### src/rtl/cnr_atr_trim_pkg.sv
// Shared types and constants for the SAR trim controller.
package cnr_atr_trim_pkg;

  typedef enum logic [1:0] {
    IDLE   = 2'd0,
    SETTLE = 2'd1,
    SAMPLE = 2'd2,
    FIN    = 2'd3
  } state_t;

  localparam int VOTE_N = 3;

  function automatic logic [31:0] msb_onehot(input int nbits);
    return 32'd1 << (nbits - 1);
  endfunction

endpackage

### src/rtl/cnr_atr_trim_sar_cmp_vote.sv
// Comparator majority voter: two held samples plus the live one.
// Only instantiated when CNR_ATR_TRIM_VOTE_EN is defined.
module cnr_atr_cmp_vote (
  input  logic clk,
  input  logic rst,
  input  logic shift_en,
  input  logic cmp,
  output logic maj
);

  logic [1:0] hist_q;
  logic [2:0] win;

  assign win = {hist_q, cmp};

  always_ff @(posedge clk) begin
    if (rst) begin
      hist_q <= 2'b00;
    end else if (shift_en) begin
      hist_q <= win[1:0];
    end
  end

  assign maj = (win[2] & win[1]) | (win[2] & win[0]) | (win[1] & win[0]);

endmodule

### src/rtl/cnr_atr_trim_sar_ctrl.sv
// Successive-approximation trim controller driving a PCH/NCH leg bank.
// Define CNR_ATR_TRIM_VOTE_EN for a 3-sample majority decision per bit.
//
// state  | meaning
// IDLE   | hold code; manual override or wait for START
// SETTLE | trial code applied, settle counter running
// SAMPLE | capture comparator decision for bit idx
// FIN    | one-cycle DONE, result held
module cnr_atr_trim_sar_ctrl
  import cnr_atr_trim_pkg::*;
#(
  parameter int               NBITS      = 5,
  parameter int               SETTLE_CYC = 8,
  parameter logic [NBITS-1:0] RST_CODE   = NBITS'(msb_onehot(NBITS))
) (
  input  logic             CLK,
  input  logic             RST,
  input  logic             START,
  input  logic             CMP,
  input  logic             MAN_EN,
  input  logic [NBITS-1:0] MAN_CODE,
  output logic [NBITS-1:0] CODE,
  output logic [NBITS-1:0] EN_P,
  output logic [NBITS-1:0] EN_N,
  output logic             BUSY,
  output logic             DONE
);

  localparam int               CW       = $clog2(SETTLE_CYC + 1);
  localparam int               IW       = (NBITS > 1) ? $clog2(NBITS) : 1;
  localparam logic [CW-1:0]    CNT_LOAD = CW'(SETTLE_CYC - 1);
  localparam logic [IW-1:0]    IDX_MSB  = IW'(NBITS - 1);
  localparam logic [NBITS-1:0] MSB_CODE = NBITS'(msb_onehot(NBITS));

  state_t           state_q, state_d;
  logic [NBITS-1:0] code_q, code_d;
  logic [IW-1:0]    idx_q, idx_d, idx_m1;
  logic [CW-1:0]    cnt_q, cnt_d;
  logic             busy_q, busy_d;
  logic             decision;
  logic             sample_last;

`ifdef CNR_ATR_TRIM_VOTE_EN
  logic [1:0] vcnt_q, vcnt_d;

  cnr_atr_cmp_vote u_vote (
    .clk      (CLK),
    .rst      (RST),
    .shift_en (state_q == SAMPLE),
    .cmp      (CMP),
    .maj      (decision)
  );

  assign sample_last = (vcnt_q == 2'(VOTE_N - 1));
`else
  assign decision    = CMP;
  assign sample_last = 1'b1;
`endif

  assign idx_m1 = idx_q - IW'(1);

  always_ff @(posedge CLK) begin
    if (RST) begin
      state_q <= IDLE;
      code_q  <= RST_CODE;
      idx_q   <= IDX_MSB;
      cnt_q   <= CNT_LOAD;
      busy_q  <= 1'b0;
    end else begin
      state_q <= state_d;
      code_q  <= code_d;
      idx_q   <= idx_d;
      cnt_q   <= cnt_d;
      busy_q  <= busy_d;
    end
  end

`ifdef CNR_ATR_TRIM_VOTE_EN
  always_ff @(posedge CLK) begin
    if (RST) begin
      vcnt_q <= 2'd0;
    end else begin
      vcnt_q <= vcnt_d;
    end
  end
`endif

  always_comb begin
    state_d = state_q;
    code_d  = code_q;
    idx_d   = idx_q;
    cnt_d   = cnt_q;
    busy_d  = busy_q;
`ifdef CNR_ATR_TRIM_VOTE_EN
    vcnt_d  = vcnt_q;
`endif
    unique case (state_q)
      IDLE: begin
        if (MAN_EN) begin
          code_d = MAN_CODE;
        end else if (START) begin
          code_d  = MSB_CODE;
          idx_d   = IDX_MSB;
          cnt_d   = CNT_LOAD;
          busy_d  = 1'b1;
          state_d = SETTLE;
        end
      end
      SETTLE: begin
        if (cnt_q == '0) begin
          state_d = SAMPLE;
        end else begin
          cnt_d = cnt_q - CW'(1);
        end
      end
      SAMPLE: begin
`ifdef CNR_ATR_TRIM_VOTE_EN
        vcnt_d = sample_last ? 2'd0 : vcnt_q + 2'd1;
`endif
        if (sample_last) begin
          if (!decision) code_d[idx_q] = 1'b0;
          if (idx_q != '0) begin
            code_d[idx_m1] = 1'b1;
            idx_d          = idx_m1;
            cnt_d          = CNT_LOAD;
            state_d        = SETTLE;
          end else begin
            state_d = FIN;
          end
        end
      end
      FIN: begin
        busy_d  = 1'b0;
        state_d = IDLE;
      end
      default: state_d = IDLE;
    endcase
  end

  // Outputs come straight from registers; EN_N is only an inversion of CODE.
  assign CODE = code_q;
  assign EN_P = code_q;
  assign EN_N = ~code_q;
  assign BUSY = busy_q;
  assign DONE = (state_q == FIN);

endmodule
### config.mk
export PLATFORM = sky130hd
export DESIGN_NAME = cnr_atr_trim_sar_ctrl
export DESIGN_NICKNAME = d
export VERILOG_FILES = /design/src/rtl/cnr_atr_trim_pkg.sv /design/src/rtl/cnr_atr_trim_sar_cmp_vote.sv /design/src/rtl/cnr_atr_trim_sar_ctrl.sv
export SDC_FILE = /design/constraint.sdc
export NUM_CORES = 1
export LEC_CHECK = 0
export CELL_PAD_IN_SITES_DETAIL_PLACEMENT = 1
export CELL_PAD_IN_SITES_GLOBAL_PLACEMENT = 1
export CORE_MARGIN = 2
export CORE_UTILIZATION = 30
export CTS_CLUSTER_DIAMETER = 40
export DETAILED_ROUTE_END_ITERATION = 8
export PLACE_DENSITY_LB_ADDON = 0.1
export SYNTH_ARGS = -nofsm -noshare
export SYNTH_HDL_FRONTEND = slang
export SYNTH_HIERARCHICAL = 1
export SYNTH_SLANG_ARGS = --single-unit
### constraint.sdc
create_clock -name CLK -period 2.9 [get_ports CLK]
set_input_delay 0.29 -clock CLK [delete_from_list [all_inputs] [get_ports CLK]]
set_output_delay 0.29 -clock CLK [all_outputs]
set_load 0.01 [all_outputs]
Word-level counts from Yosys, hierarchy flattened
Index checks and enable logic that the tools add are counted.

word-level totals
  bits in registers = 15
  input port bits = 10
  word-level logic and storage cells = 64

cells by class
  add/sub/neg operators = 2
  magnitude comparators = 4
  equal/unequal tests = 9
  muxes and demuxes = 27
  bitwise logic cells = 4
  reductions and logical operators = 13

operators by type and width
  cell                   number
  $mux W5                5
  $mux W4                4
  $pmux W4 S3            1
  $ne A2 B2 Y1 const B   5
  $not A5 Y5             2
  $pmux W5 S2            1
  $mux W3                3
  $lt A3 B4 Y1 const B   2
  $mux W2                4
  $pmux W2 S4            1
  $demux W1 S3           2
  $ge A3 B1 Y1 const B   2
  $pmux W3 S2            1
  $reduce_and A3 Y1      2
  $reduce_bool A3 Y1     2
  $and A5 B5 Y5          1
  $or A5 B5 Y5           1
  $reduce_and A5 Y1      1
  $eq A2 B2 Y1 const B   2
  $logic_not A4 Y1       1
  $mux W1                4
  $reduce_and A4 Y1      1
  $reduce_bool A2 Y1     2
  $sub A4 B1 Y4 const B  1
  7 further kinds        8

Logic depth before layout (Yosys ltp)
Gate-level depths: netlist of the first run.

  depth in word-level cells = 11
  depth in mapped cells = 7
  depth with buffers taken out = 5

Least setup slack after synthesis of the first run
No wires, ideal clock.

  kind = reg2reg
  start = register idx_q[0]
  end = register code_q[3] (netlist: CODE[3])
  setup time = 0.091 ns
  arrival = 1.801 ns
  required time = 2.809 ns
  setup slack = 1.008 ns
  cell stages (with the launch flop) = 8
  clock period less this slack = 1.892 ns
  cell sequence = dfxtp_1 clkbuf_1 inv_1 ha_1 clkbuf_1 or3_1 a211o_1 a311oi_1

on the way
  word-level cells in the longest chain between the ends = 11
  elaborated cells between the ends (all ways) = 19
  those cells by class = add/sub (1); order compare (4); mux (8); bitwise (3); reduce/logical (3)

ends and longest elaborated chain
  element                                               line                          RTL
  from (decl)                                           cnr_atr_trim_sar_ctrl.sv:37   logic [IW-1:0] idx_q, idx_d, idx_m1;
  from (signal assigned)                                cnr_atr_trim_sar_ctrl.sv:72   idx_q <= idx_d;
  branches (longest 9 deep; another with $lt A3 B4 Y1)  -
  $mux W5 *                                             cnr_atr_trim_sar_ctrl.sv:122  if (idx_q != '0) begin
  $pmux W5 S2 *                                         cnr_atr_trim_sar_ctrl.sv:97   unique case (state_q)
  to (signal assigned)                                  cnr_atr_trim_sar_ctrl.sv:71   code_q <= code_d;
  to (decl)                                             cnr_atr_trim_sar_ctrl.sv:36   logic [NBITS-1:0] code_q, code_d;

Mark *: on every way between the ends. The select of a mux whose other input is x is not followed.
A chain may end at the register's enable or synchronous reset.

Worst setup path after layout of the first run
  start = register state_q[0]
  end = output DONE

on the way
  word-level cells in the longest chain between the ends = 1

ends and longest elaborated chain
  element                 line                          RTL
  from (decl)             cnr_atr_trim_sar_ctrl.sv:35   state_t state_q, state_d;
  from (signal assigned)  cnr_atr_trim_sar_ctrl.sv:70   state_q <= state_d;
  $eq A2 B2 Y1            cnr_atr_trim_sar_ctrl.sv:145  assign DONE = (state_q == FIN);
  to (decl)               cnr_atr_trim_sar_ctrl.sv:26   output logic DONE

Every way passes these cells.

==> tab_implementation.tex, run 1 <==
\begin{tabular}{lr}
\hline
Metric & Value \\
\hline
\multicolumn{2}{l}{\textbf{Critical path}} \\
\quad Required arrival time at the worst endpoint & about 2.6 ns \\
\quad Reg-to-reg endpoint & CODE[3] \\
\quad Data arrival time of the critical path & 1.83 ns \\
\quad Endpoint kind of the worst setup timing path & output pin \\
\quad Critical path start-end classification & flip-flop to output pin \\
\quad Maximum fanout along the worst path & 14 \\
\quad CP startpoint kind & flip-flop \\
\quad Minimum setup slack among reg-to-reg paths & 0.90 ns \\
\quad Source of the worst register-to-register timing path & idx\_q[0] \\
\quad Number of cells on the worst reg-to-reg path & 5 \\
\multicolumn{2}{l}{\textbf{Yosys}} \\
\quad Parity-gate share of the synthesized area counting xor and xnor cells & 0\% \\
\quad Dominant combinational cell family by area after synthesis & simple AND/OR/NAND/NOR gates \\
\quad Compound-Gate Fraction of Synth Area & between 20\% and 30\% \\
\quad Share of flip-flops with an asynchronous set or reset & 0\% \\
\quad Area contributors post-synth & dfxtp\_1, inv\_1, a21oi\_1 \\
\quad Arithmetic-cell share of the synthesized area counting full adders, half adders and majority gates & 3.53\% \\
\quad Fraction of post-synthesis cell area in the top cell type by area & 28.2\% \\
\quad Fraction of synthesized area in multiplexers & 0\% \\
\quad Synthesis Warnings & 6 \\
\quad Post-synthesis cell area & about 1100 sq um \\
\quad EDFF count, synth & 0 \\
\quad Cell with the most instances after synthesis & dfxtp\_1 \\
\quad Simple logic cell fraction of the synthesized area & a little under 30\% \\
\quad Cell type with the largest total area after synthesis & dfxtp\_1 \\
\quad Top cells by instance count after synthesis & dfxtp\_1, inv\_1, a21oi\_1, clkbuf\_1 \\
\quad Post-Syn Instances & roughly 130 \\
\quad Count of distinct cell types in the synthesized netlist & 40 \\
\quad Syn\_area\_per\_cell & 8.07 sq um \\
\quad Sequential cell area fraction in the yosys report & approximately 28\% \\
\quad Syn\_nets & 145 \\
\quad Dominant synthesized flop cell & dfxtp\_1 \\
\quad Flip-flop and latch count after synthesis & 15 \\
\multicolumn{2}{l}{\textbf{Hold path}} \\
\quad HP Class & flip-flop to flip-flop \\
\quad WHS Endpoint & BUSY \\
\quad Hold Startpoint & BUSY \\
\quad Hold path depth & 2 \\
\multicolumn{2}{l}{\textbf{STA}} \\
\quad Number of endpoints failing setup at the final stage & 0 \\
\quad Actual transition at the worst max-transition pin & 0.574 ns \\
\quad Final worst path period need & 2.12 ns \\
\quad Final WS setup & about 0.8 ns \\
\quad Worst hold margin & roughly 0.5 ns \\
\quad Hold violation total from the final report & 0 \\
\quad Normalized max-slew margin & between 60\% and 70\% \\
\quad Unrepaired setup endpoints after global routing & no \\
\quad Clk\_skew & between 0.002 and 0.003 ns \\
\quad Highest clock frequency the design can meet & 0.473 GHz \\
\quad Final worst path period share & 73.0\% \\
\quad Total negative slack for setup checks & 0 ns \\
\quad Final Slew Violations & 0 \\
\multicolumn{2}{l}{\textbf{Floorplan}} \\
\quad Die Footprint & $\sim$4000 sq um \\
\quad Effective utilization at floorplan & between 30\% and 40\% \\
\quad I/O pin cnt & 27 \\
\quad Vertical extent of the die & 63.6 um \\
\quad Core box area & about 3400 sq um \\
\quad DIE WIDTH & 63.6 um \\
\quad Core Rows & 21 \\
\multicolumn{2}{l}{\textbf{Pwr}} \\
\quad Worst-case vdd ir drop & 0.000143 V \\
\quad Sum of internal, switching and leakage power & 0.474 mW \\
\quad Power density relative to cell area & 353 nW/um\^{}2 \\
\quad LEAKAGE & 0.474 nW \\
\multicolumn{2}{l}{\textbf{Global routing}} \\
\quad Wire length of the first global-routing pass & between 5000 and 6000 um \\
\quad Antenna violations before repair & 0 \\
\quad GRT Resource Usage Total & 17.0\% \\
\quad Gr ovfl total & 0 \\
\quad Maximum number of pins on one net before global-route repair & 19 \\
\quad Vias in the first global route & 1,079 \\
\multicolumn{2}{l}{\textbf{Final layout}} \\
\quad Synthesis-to-finish area growth & 26.0\% \\
\quad Share of final-layout standard cells stronger than drive strength 1 & 6.04\% \\
\quad Diode insertion count for antenna repair & 0 \\
\quad Final nets & 163 \\
\quad \# fillers & about 440 \\
\quad Fraction of the core area covered by cells at the end of the flow & 39.9\% \\
\quad Final Non-Filler Cells & 195 \\
\quad Non-Filler Cell Area, Final & 1340 sq um \\
\multicolumn{2}{l}{\textbf{Route}} \\
\quad ANT nets after route & 0 \\
\quad Via count & 1,072 \\
\quad Sum of routed wire length over all layers & 3120 um \\
\quad DR DRC count & 0 \\
\quad Average detailed-routed wire length per instance & 16.0 um \\
\quad Detailed-route vias per instance & 5.50 \\
\quad Count of TritonRoute iterations in the first routing pass & 4 \\
\quad Initial DRC Count & 28 \\
\multicolumn{2}{l}{\textbf{Run status}} \\
\quad Run status & finished clean \\
\multicolumn{2}{l}{\textbf{Place}} \\
\quad Placement-stage worst setup slack & 0.752 ns \\
\quad Number of buffer cells added on primary ports & 26 \\
\quad Placed standard-cell area & 1320 sq um \\
\quad Cell total after placement & 191 \\
\quad Final weighted congestion in routability-driven placement & 0.781 \\
\quad Post-detailed-placement half-perimeter wirelength & between 2000 and 2500 um \\
\multicolumn{2}{l}{\textbf{Clock network}} \\
\quad Buffers from clock root to sink, at most & 2 \\
\quad Quantity of hold-fixing buffers added after cts & 0 \\
\quad Buffers inserted by post-CTS timing repair & 0 \\
\quad CTS root buf & clkbuf\_4 \\
\quad CTS-repair resized insts & 0 \\
\quad H-Tree Level Count & 1 \\
\quad Insertion delay of the later-clocked pin in the worst-skew pair & just under 0.3 ns \\
\quad TritonCTS clock tree & done \\
\quad CTS clock-pin slew for the worst setup and hold paths & $\sim$0.10 ns \\
\quad CTS buffer count & 3 \\
\quad Clock net sink count & 15 \\
\multicolumn{2}{l}{\textbf{Run}} \\
\quad Max-capacitance violation count & 0 \\
\hline
\end{tabular}
[metal layers]
layer / vias to the layer above / part of all wire (%) / track usage [%]
met5: - / 0 / 0
li1: 529 / - / -
met2: 33 / 45 / 27.1
met1: 506 / 50 / 23.9
met4: 0 / 0.93 / 4.08
met3: 4 / 3.9 / 2.50
[cell usage in the layout (no fill, tap or decap), types with 2 or more instances in the layout]
cell	count
nor2b_1	3
inv_1	14
ha_1	3
a21oi_1	9
or3_1	2
o211ai_1	4
nand3_1	2
dfxtp_1	15
nor3b_1	2
or4_1	2
nor2_1	3
clkbuf_4	3
o221ai_1	4
and4b_1	3
a211oi_1	6
nor4b_1	2
o21ai_0	7
nand2b_1	7
nand2_1	6
nand4b_1	3
clkdlybuf4s50_1	26
or4b_2	4
[critical path: stages (launching register included)]
cell	delay [ns]
dfxtp_1	0.63
inv_1	0.22
nor2_1	0.14
clkdlybuf4s50_1	0.55
[state kept, by name (all words and copies together), names as in the netlist]
signal	cells
BUSY	1
CODE	5
state_q	2
idx_q	3
cnt_q	4
[how the worst max path moves through the flow]
| stage | endpoint | startpoint | slack, ns | depth (start not counted) |
|---|---|---|---|---|
| 6_report | DONE | state_q[0] | 0.78 | 3 |
| 5_1_grt | DONE | state_q[0] | 0.59 | 3 |
| 4_1_cts | DONE | state_q[0] | 0.80 | 3 |
| 3_5_place_dp | cnt_q[3] | MAN_EN | 0.75 | 4 |
| 3_3_place_gp | cnt_q[3] | MAN_EN | 0.80 | 4 |
| 2_1_floorplan | CODE[3] | idx_q[0] | 1.01 | 7 |
[final cells by class]
| type | count | area (sq um) | share of cell area [%] |
|---|---|---|---|
| clock buffer | 4 | 26.3 | 1.96 |
| inverter | 14 | 52.6 | 3.92 |
| multi-input combinational | 90 | 644 | 48.0 |
| sequential | 15 | 300 | 22.4 |
| tap | 46 | 57.6 | 4.29 |
| timing repair buffer | 26 | 260 | 19.4 |
[logic make-up after synthesis]
kind of cell    Yosys count
compound gates           42
fa+ha+maj                 3
buf+inv                  27
flops                    15
simple gates             45
[report_power, final]
part           switching (mW)  internal [mW]  total (mW)
clock                  0.0764         0.0535       0.130
sequential             0.0150          0.217       0.232
combinational          0.0490         0.0625       0.112
total                   0.140          0.333       0.474
Note: power is estimated with default switching activity, not from simulation.
==> run 2, diff against run 1 <==
clock period = 2.09 ns   (was 2.9 ns; I/O delays follow)
==> run 2 against run 1 <==
Die area did not move. Wire length rose by 1.2%. Clock power rose by 42%. Cell count rose by 3.6%.
==> tab_implementation.tex, run 2 (synthesis results as in run 1) <==
\begin{tabular}{lr}
\hline
Metric & Value \\
\hline
\multicolumn{2}{l}{\textbf{Run status}} \\
\quad Run status & finished clean \\
\multicolumn{2}{l}{\textbf{STA}} \\
\quad Number of endpoints failing setup at the final stage & 0 (unchanged) \\
\quad Clk\_skew & 0.00903 ns (+0.00638 ns) \\
\quad Unrepaired setup endpoints after global routing & no \\
\quad Final worst path period share & approximately nine tenths \\
\quad Final worst path period need & about 1.8 ns \\
\quad Highest clock frequency the design can meet & between 0.5 and 0.6 GHz \\
\quad Hold violation total from the final report & 0 (unchanged) \\
\quad Actual transition at the worst max-transition pin & 0.573 ns (-0.000966 ns) \\
\quad Total negative slack for setup checks & 0 ns (unchanged) \\
\quad Final WS setup & 0.249 ns (-0.535 ns) \\
\quad Normalized max-slew margin & 61.7\% (+0.065 points) \\
\quad Final Slew Violations & 0 (unchanged) \\
\multicolumn{2}{l}{\textbf{Floorplan}} \\
\quad Effective utilization at floorplan & 31.7\% (unchanged) \\
\quad Core box area & 3360 sq um (unchanged) \\
\quad DIE WIDTH & 63.6 um (unchanged) \\
\quad Core Rows & 21 (unchanged) \\
\quad Vertical extent of the die & 63.6 um (unchanged) \\
\quad Die Footprint & 4040 sq um (unchanged) \\
\quad I/O pin cnt & 27 (unchanged) \\
\multicolumn{2}{l}{\textbf{Global routing}} \\
\quad Antenna violations before repair & 0 (unchanged) \\
\quad GRT Resource Usage Total & 16.7\% (-0.27 points) \\
\quad Maximum number of pins on one net before global-route repair & 18 (-1) \\
\quad Wire length of the first global-routing pass & 5450 um (+0.13\%) \\
\quad Vias in the first global route & 1,112 (+3.1\%) \\
\quad Gr ovfl total & 0 (unchanged) \\
\multicolumn{2}{l}{\textbf{Clock network}} \\
\quad Insertion delay of the later-clocked pin in the worst-skew pair & 0.30 ns (about the same) \\
\quad CTS clock-pin slew for the worst setup and hold paths & 0.11 ns (about the same) \\
\quad Quantity of hold-fixing buffers added after cts & 0 (unchanged) \\
\quad Buffers from clock root to sink, at most & 2 (unchanged) \\
\quad H-Tree Level Count & 1 (unchanged) \\
\quad CTS root buf & clkbuf\_4 \\
\quad Buffers inserted by post-CTS timing repair & 0 (unchanged) \\
\quad CTS-repair resized insts & 0 (unchanged) \\
\quad CTS buffer count & 3 (unchanged) \\
\quad Clock net sink count & 15 (unchanged) \\
\quad TritonCTS clock tree & done \\
\multicolumn{2}{l}{\textbf{Final layout}} \\
\quad Fraction of the core area covered by cells at the end of the flow & 41.6\% (+1.7 points) \\
\quad Max reg flops & 5 (unchanged) \\
\quad Diode insertion count for antenna repair & 0 (unchanged) \\
\quad Synthesis-to-finish area growth & 31.3\% \\
\quad Non-Filler Cell Area, Final & 1400 sq um (+4.2\%) \\
\quad Final nets & 170 (+4.3\%) \\
\quad Final Non-Filler Cells & 202 (+3.6\%) \\
\quad Most common cell after layout, fill and taps aside & clkdlybuf4s50\_1 \\
\quad Top library cells by usage in the layout, fill and taps aside & clkdlybuf4s50\_1, inv\_1, dfxtp\_1 \\
\quad Share of final-layout standard cells stronger than drive strength 1 & 12.2\% (+6.1 points) \\
\quad \# fillers & 442 (+0.91\%) \\
\multicolumn{2}{l}{\textbf{Place}} \\
\quad Placed standard-cell area & 1370 sq um (+4.0\%) \\
\quad Post-detailed-placement half-perimeter wirelength & 2460 um (+6.8\%) \\
\quad Cell total after placement & 198 (+3.7\%) \\
\quad Number of buffer cells added on primary ports & 26 (unchanged) \\
\quad Placement-stage worst setup slack & 0.206 ns (-0.546 ns) \\
\quad Final weighted congestion in routability-driven placement & 0.765 (-2.1\%) \\
\multicolumn{2}{l}{\textbf{Critical path}} \\
\quad Reg-to-reg endpoint & CODE[3] \\
\quad Minimum setup slack among reg-to-reg paths & 0.33 ns (-0.57 ns) \\
\quad Source of the worst register-to-register timing path & idx\_q[1] \\
\quad Number of cells on the worst reg-to-reg path & 5 (unchanged) \\
\quad Data arrival time of the critical path & 1.63 ns (-0.20 ns) \\
\quad Endpoint kind of the worst setup timing path & output pin \\
\quad Last element of the critical path & DONE \\
\quad CP Launch Point & state\_q[1] \\
\quad Maximum fanout along the worst path & 16 (+2) \\
\quad CP startpoint kind & flip-flop \\
\quad Critical path start-end classification & flip-flop to output pin \\
\quad Required arrival time at the worst endpoint & 1.88 ns (-0.73 ns) \\
\multicolumn{2}{l}{\textbf{Pwr}} \\
\quad Worst-case vdd ir drop & 0.000197 V (+37\%) \\
\quad Power density relative to cell area & 479 nW/um\^{}2 (+36\%) \\
\quad LEAKAGE & 0.512 nW (+7.9\%) \\
\multicolumn{2}{l}{\textbf{Run}} \\
\quad Max-capacitance violation count & 0 (unchanged) \\
\multicolumn{2}{l}{\textbf{Route}} \\
\quad Initial DRC Count & 24 (-14\%) \\
\quad Via count & 1,089 (+1.6\%) \\
\quad Average detailed-routed wire length per instance & 15.6 um (-2.3\%) \\
\quad ANT nets after route & 0 (unchanged) \\
\quad DR DRC count & 0 (unchanged) \\
\quad Count of TritonRoute iterations in the first routing pass & 4 (unchanged) \\
\quad Detailed-route vias per instance & 5.39 (-1.9\%) \\
\quad Sum of routed wire length over all layers & 3160 um (+1.2\%) \\
\multicolumn{2}{l}{\textbf{Hold path}} \\
\quad HP Class & flip-flop to flip-flop \\
\hline
\end{tabular}
[run 2: how the worst min path moves through the flow]
stage / startpoint / to / cells past startpoint
floorplan: CMP / CODE[0] / 3
global placement: BUSY / BUSY / 2
detailed placement: BUSY / BUSY / 2
CTS: BUSY / BUSY / 2
global route: BUSY / BUSY / 2
finish: BUSY / BUSY / 2
[run 2: worst max-delay path, stage by stage (launching register included)]
cell             delay (ns)
dfxtp_2                0.53
inv_1                  0.14
nor2_1                 0.12
clkdlybuf4s50_1        0.54
[run 2: where the power goes]
group	switching, mW	internal [mW]	total, mW
sequential	0.0164	0.302	0.318
combinational	0.0743	0.0918	0.166
clock	0.113	0.0714	0.185
total	0.204	0.465	0.669
[run 2: final cells by class]
class	instances	area [sq um]	area share [%]
clock inverter	1	5.00	0.358
tap	46	57.6	4.12
timing repair buffer	33	313	22.4
sequential	15	303	21.7
inverter	14	52.6	3.76
clock buffer	3	22.5	1.61
multi-input combinational	90	644	46.1
[run 2: stage by stage]
| step | power (mW) | hold slack, ns |
|---|---|---|
| after floorplan | 0.410 | 0.459 |
| final | 0.669 | 0.487 |
| after CTS | 0.671 | 0.495 |
| after global routing | 0.707 | 0.537 |
| after global placement | 0.487 | 0.466 |
| after detailed placement | 0.492 | 0.478 |
[run 2: layer usage]
layer | global-route usage (%) | vias to the layer above | share of wire, %
met2 | 27.6 | 30 | 45
met5 | 0 | - | 0
met1 | 22.3 | 513 | 50
met3 | 3.04 | 4 | 4.4
met4 | 4.08 | 0 | 1.0
li1 | - | 542 | -
==> run 3, diff against run 2 <==
CORE_MARGIN = default   (was 2)
==> run 3 against run 2 <==
Power fell by 1.7%. Combinational power barely moved. Utilization did not move. Sequential power barely moved. Wire length fell by 1.6%. First-iteration DRC count fell by 25%. Sequential share of layout area did not move. Cell area did not move. Die area fell by 6.2%. Via count rose by 1.8%. Setup slack improved by 0.027 ns. Critical path type unchanged.
==> tab_implementation.tex, run 3 (synthesis results as in run 1) <==
\begin{tabular}{lr}
\hline
Metric & Value \\
\hline
\multicolumn{2}{l}{\textbf{Place}} \\
\quad Post-detailed-placement half-perimeter wirelength & 2410 um (-1.9\%) \\
\quad Final weighted congestion in routability-driven placement & 0.754 (-1.4\%) \\
\quad Number of buffer cells added on primary ports & 26 (unchanged) \\
\multicolumn{2}{l}{\textbf{Run}} \\
\quad Max-capacitance violation count & 0 (unchanged) \\
\multicolumn{2}{l}{\textbf{Global routing}} \\
\quad Wire length of the first global-routing pass & 5130 um (-6.0\%) \\
\quad Antenna violations before repair & 0 (unchanged) \\
\quad Maximum number of pins on one net before global-route repair & 18 (unchanged) \\
\quad Vias in the first global route & 1,097 (-1.3\%) \\
\quad Gr ovfl total & 0 (unchanged) \\
\quad GRT Resource Usage Total & 18.4\% (+1.7 points) \\
\multicolumn{2}{l}{\textbf{Route}} \\
\quad Count of TritonRoute iterations in the first routing pass & 4 (unchanged) \\
\quad Sum of routed wire length over all layers & 3110 um (-1.6\%) \\
\quad Via count & 1,109 (+1.8\%) \\
\quad Detailed-route vias per instance & 5.49 (+1.8\%) \\
\quad Initial DRC Count & 18 (-25\%) \\
\quad ANT nets after route & 0 (unchanged) \\
\quad DR DRC count & 0 (unchanged) \\
\quad Average detailed-routed wire length per instance & 15.4 um (-1.6\%) \\
\multicolumn{2}{l}{\textbf{Critical path}} \\
\quad Source of the worst register-to-register timing path & idx\_q[1] \\
\quad Required arrival time at the worst endpoint & 1.88 ns (about the same) \\
\quad Data arrival time of the critical path & 1.60 ns (-0.03 ns) \\
\quad CP startpoint kind & flip-flop \\
\quad Maximum fanout along the worst path & 14 (-2) \\
\quad Minimum setup slack among reg-to-reg paths & 0.32 ns (about the same) \\
\quad Critical path start-end classification & flip-flop to output pin \\
\quad Number of cells on the worst reg-to-reg path & 5 (unchanged) \\
\quad Reg-to-reg endpoint & CODE[3] \\
\quad Endpoint kind of the worst setup timing path & output pin \\
\multicolumn{2}{l}{\textbf{Pwr}} \\
\quad Net switching power figure & 0.193 mW (-5.4\%) \\
\quad Part of the total power dissipated in the clock network & 26.6\% (-1.0 points) \\
\quad LEAKAGE & 0.512 nW (unchanged) \\
\quad Sequential Power Share & 48.3\% (+0.8 points) \\
\quad Worst-case vdd ir drop & 0.000204 V (+3.9\%) \\
\quad Internal power & 0.465 mW (about the same) \\
\quad Combinational fraction of design power & 25.1\% (+0.3 points) \\
\quad Switching share of power & 29.3\% (-1.2 points) \\
\quad Power density relative to cell area & 471 nW/um\^{}2 (-1.7\%) \\
\multicolumn{2}{l}{\textbf{STA}} \\
\quad Highest clock frequency the design can meet & 0.551 GHz (+1.5\%) \\
\quad Final worst path period need & 1.81 ns (-0.0275 ns) \\
\quad Final Slew Violations & 0 (unchanged) \\
\quad Final worst path period share & 86.8\% (-1.3 points) \\
\quad Number of endpoints failing setup at the final stage & 0 (unchanged) \\
\quad Worst hold margin & 0.492 ns (+0.00491 ns) \\
\quad Actual transition at the worst max-transition pin & 0.579 ns (+0.00604 ns) \\
\quad Unrepaired setup endpoints after global routing & no \\
\quad Clk\_skew & 0.00889 ns (-0.000143 ns) \\
\quad Hold violation total from the final report & 0 (unchanged) \\
\quad Total negative slack for setup checks & 0 ns (unchanged) \\
\quad Normalized max-slew margin & 61.3\% (-0.40 points) \\
\multicolumn{2}{l}{\textbf{Hold path}} \\
\quad HP Class & flip-flop to flip-flop \\
\quad WHS Endpoint & BUSY \\
\quad Hold path depth & 2 (unchanged) \\
\quad Hold Startpoint & BUSY \\
\multicolumn{2}{l}{\textbf{Clock network}} \\
\quad CTS-repair resized insts & 0 (unchanged) \\
\quad CTS clock-pin slew for the worst setup and hold paths & 0.10 ns (about the same) \\
\quad CTS root buf & clkbuf\_4 \\
\quad TritonCTS clock tree & done \\
\quad CTS buffer count & 3 (unchanged) \\
\quad H-Tree Level Count & 1 (unchanged) \\
\quad Buffers inserted by post-CTS timing repair & 0 (unchanged) \\
\quad Clock net sink count & 15 (unchanged) \\
\quad Quantity of hold-fixing buffers added after cts & 0 (unchanged) \\
\quad Insertion delay of the later-clocked pin in the worst-skew pair & 0.29 ns (about the same) \\
\quad Buffers from clock root to sink, at most & 2 (unchanged) \\
\multicolumn{2}{l}{\textbf{Floorplan}} \\
\quad Die Footprint & 3790 sq um (-6.2\%) \\
\quad Vertical extent of the die & 61.6 um (-3.1\%) \\
\quad Core Rows & 21 (unchanged) \\
\quad I/O pin cnt & 27 (unchanged) \\
\quad DIE WIDTH & 61.6 um (-3.1\%) \\
\quad Effective utilization at floorplan & 31.7\% (unchanged) \\
\quad Core box area & 3360 sq um (unchanged) \\
\multicolumn{2}{l}{\textbf{Final layout}} \\
\quad Max reg flops & 5 (unchanged) \\
\quad Final nets & 170 (unchanged) \\
\quad Share of final-layout standard cells stronger than drive strength 1 & 12.2\% (unchanged) \\
\quad Most common cell after layout, fill and taps aside & clkdlybuf4s50\_1 \\
\quad Top library cells by usage in the layout, fill and taps aside & clkdlybuf4s50\_1, inv\_1, dfxtp\_1 \\
\quad Diode insertion count for antenna repair & 0 (unchanged) \\
\quad Synthesis-to-finish area growth & 31.3\% (unchanged) \\
\multicolumn{2}{l}{\textbf{Run status}} \\
\quad Run status & finished clean \\
\hline
\end{tabular}
[run 3: cell counts in the layout (fill, tap and decap cells not counted)]
Identical to the previous run, type by type.
[run 3: layout make-up]
type	instances	area [sq um]
multi-input combinational	90	644
timing repair buffer	33	313
fill	429	1970
inverter	14	52.6
sequential	15	303
tap	46	57.6
clock buffer	3	22.5
clock inverter	1	5.00
[run 3: worst max path at each step]
stage                     to  cells after the start  startpoint  slack, ns
detailed placement  cnt_q[3]                      4       START       0.19
finish                  DONE                      3  state_q[0]       0.28
global route            DONE                      3  state_q[0]       0.14
global placement    cnt_q[3]                      4       START       0.22
floorplan            CODE[3]                      7    idx_q[0]       0.20
CTS                     DONE                      3  state_q[1]       0.06
[run 3: stage by stage]
stage / area (sq um) / setup slack (ns) / instances / util (%) / total power [mW]
floorplan: 1060 / 0.198 / 132 / - / 0.410
global placement: 1370 / 0.223 / 198 / 40.7 / 0.487
detailed placement: 1370 / 0.190 / 198 / 40.7 / 0.491
CTS: 1400 / 0.0607 / 202 / 41.5 / 0.668
global route: 1400 / 0.144 / 202 / 41.6 / 0.695
finish: 1400 / 0.276 / 202 / 41.6 / 0.658
[run 3: routing by layer]
layer	part of all wire, %	vias to the layer above	GRT usage (%)
met5	0	-	0
met4	1.1	0	4.76
met3	4.4	5	2.52
met2	46	29	32.0
met1	48	535	23.8
li1	-	540	-
[run 3: power by group through the flow]
stage | clock, mW | combinational, mW | sequential [mW]
3_5_place_dp | 0 | 0.166 | 0.325
4_1_cts | 0.183 | 0.167 | 0.318
6_report | 0.175 | 0.165 | 0.318
5_1_grt | 0.193 | 0.181 | 0.321
2_1_floorplan | 0 | 0.0860 | 0.324
3_3_place_gp | 0 | 0.163 | 0.324
[run 3: critical path: stages, from the launching register on]
cell	delay (ns)
dfxtp_2	0.48
inv_1	0.17
nor2_1	0.11
clkdlybuf4s50_1	0.54
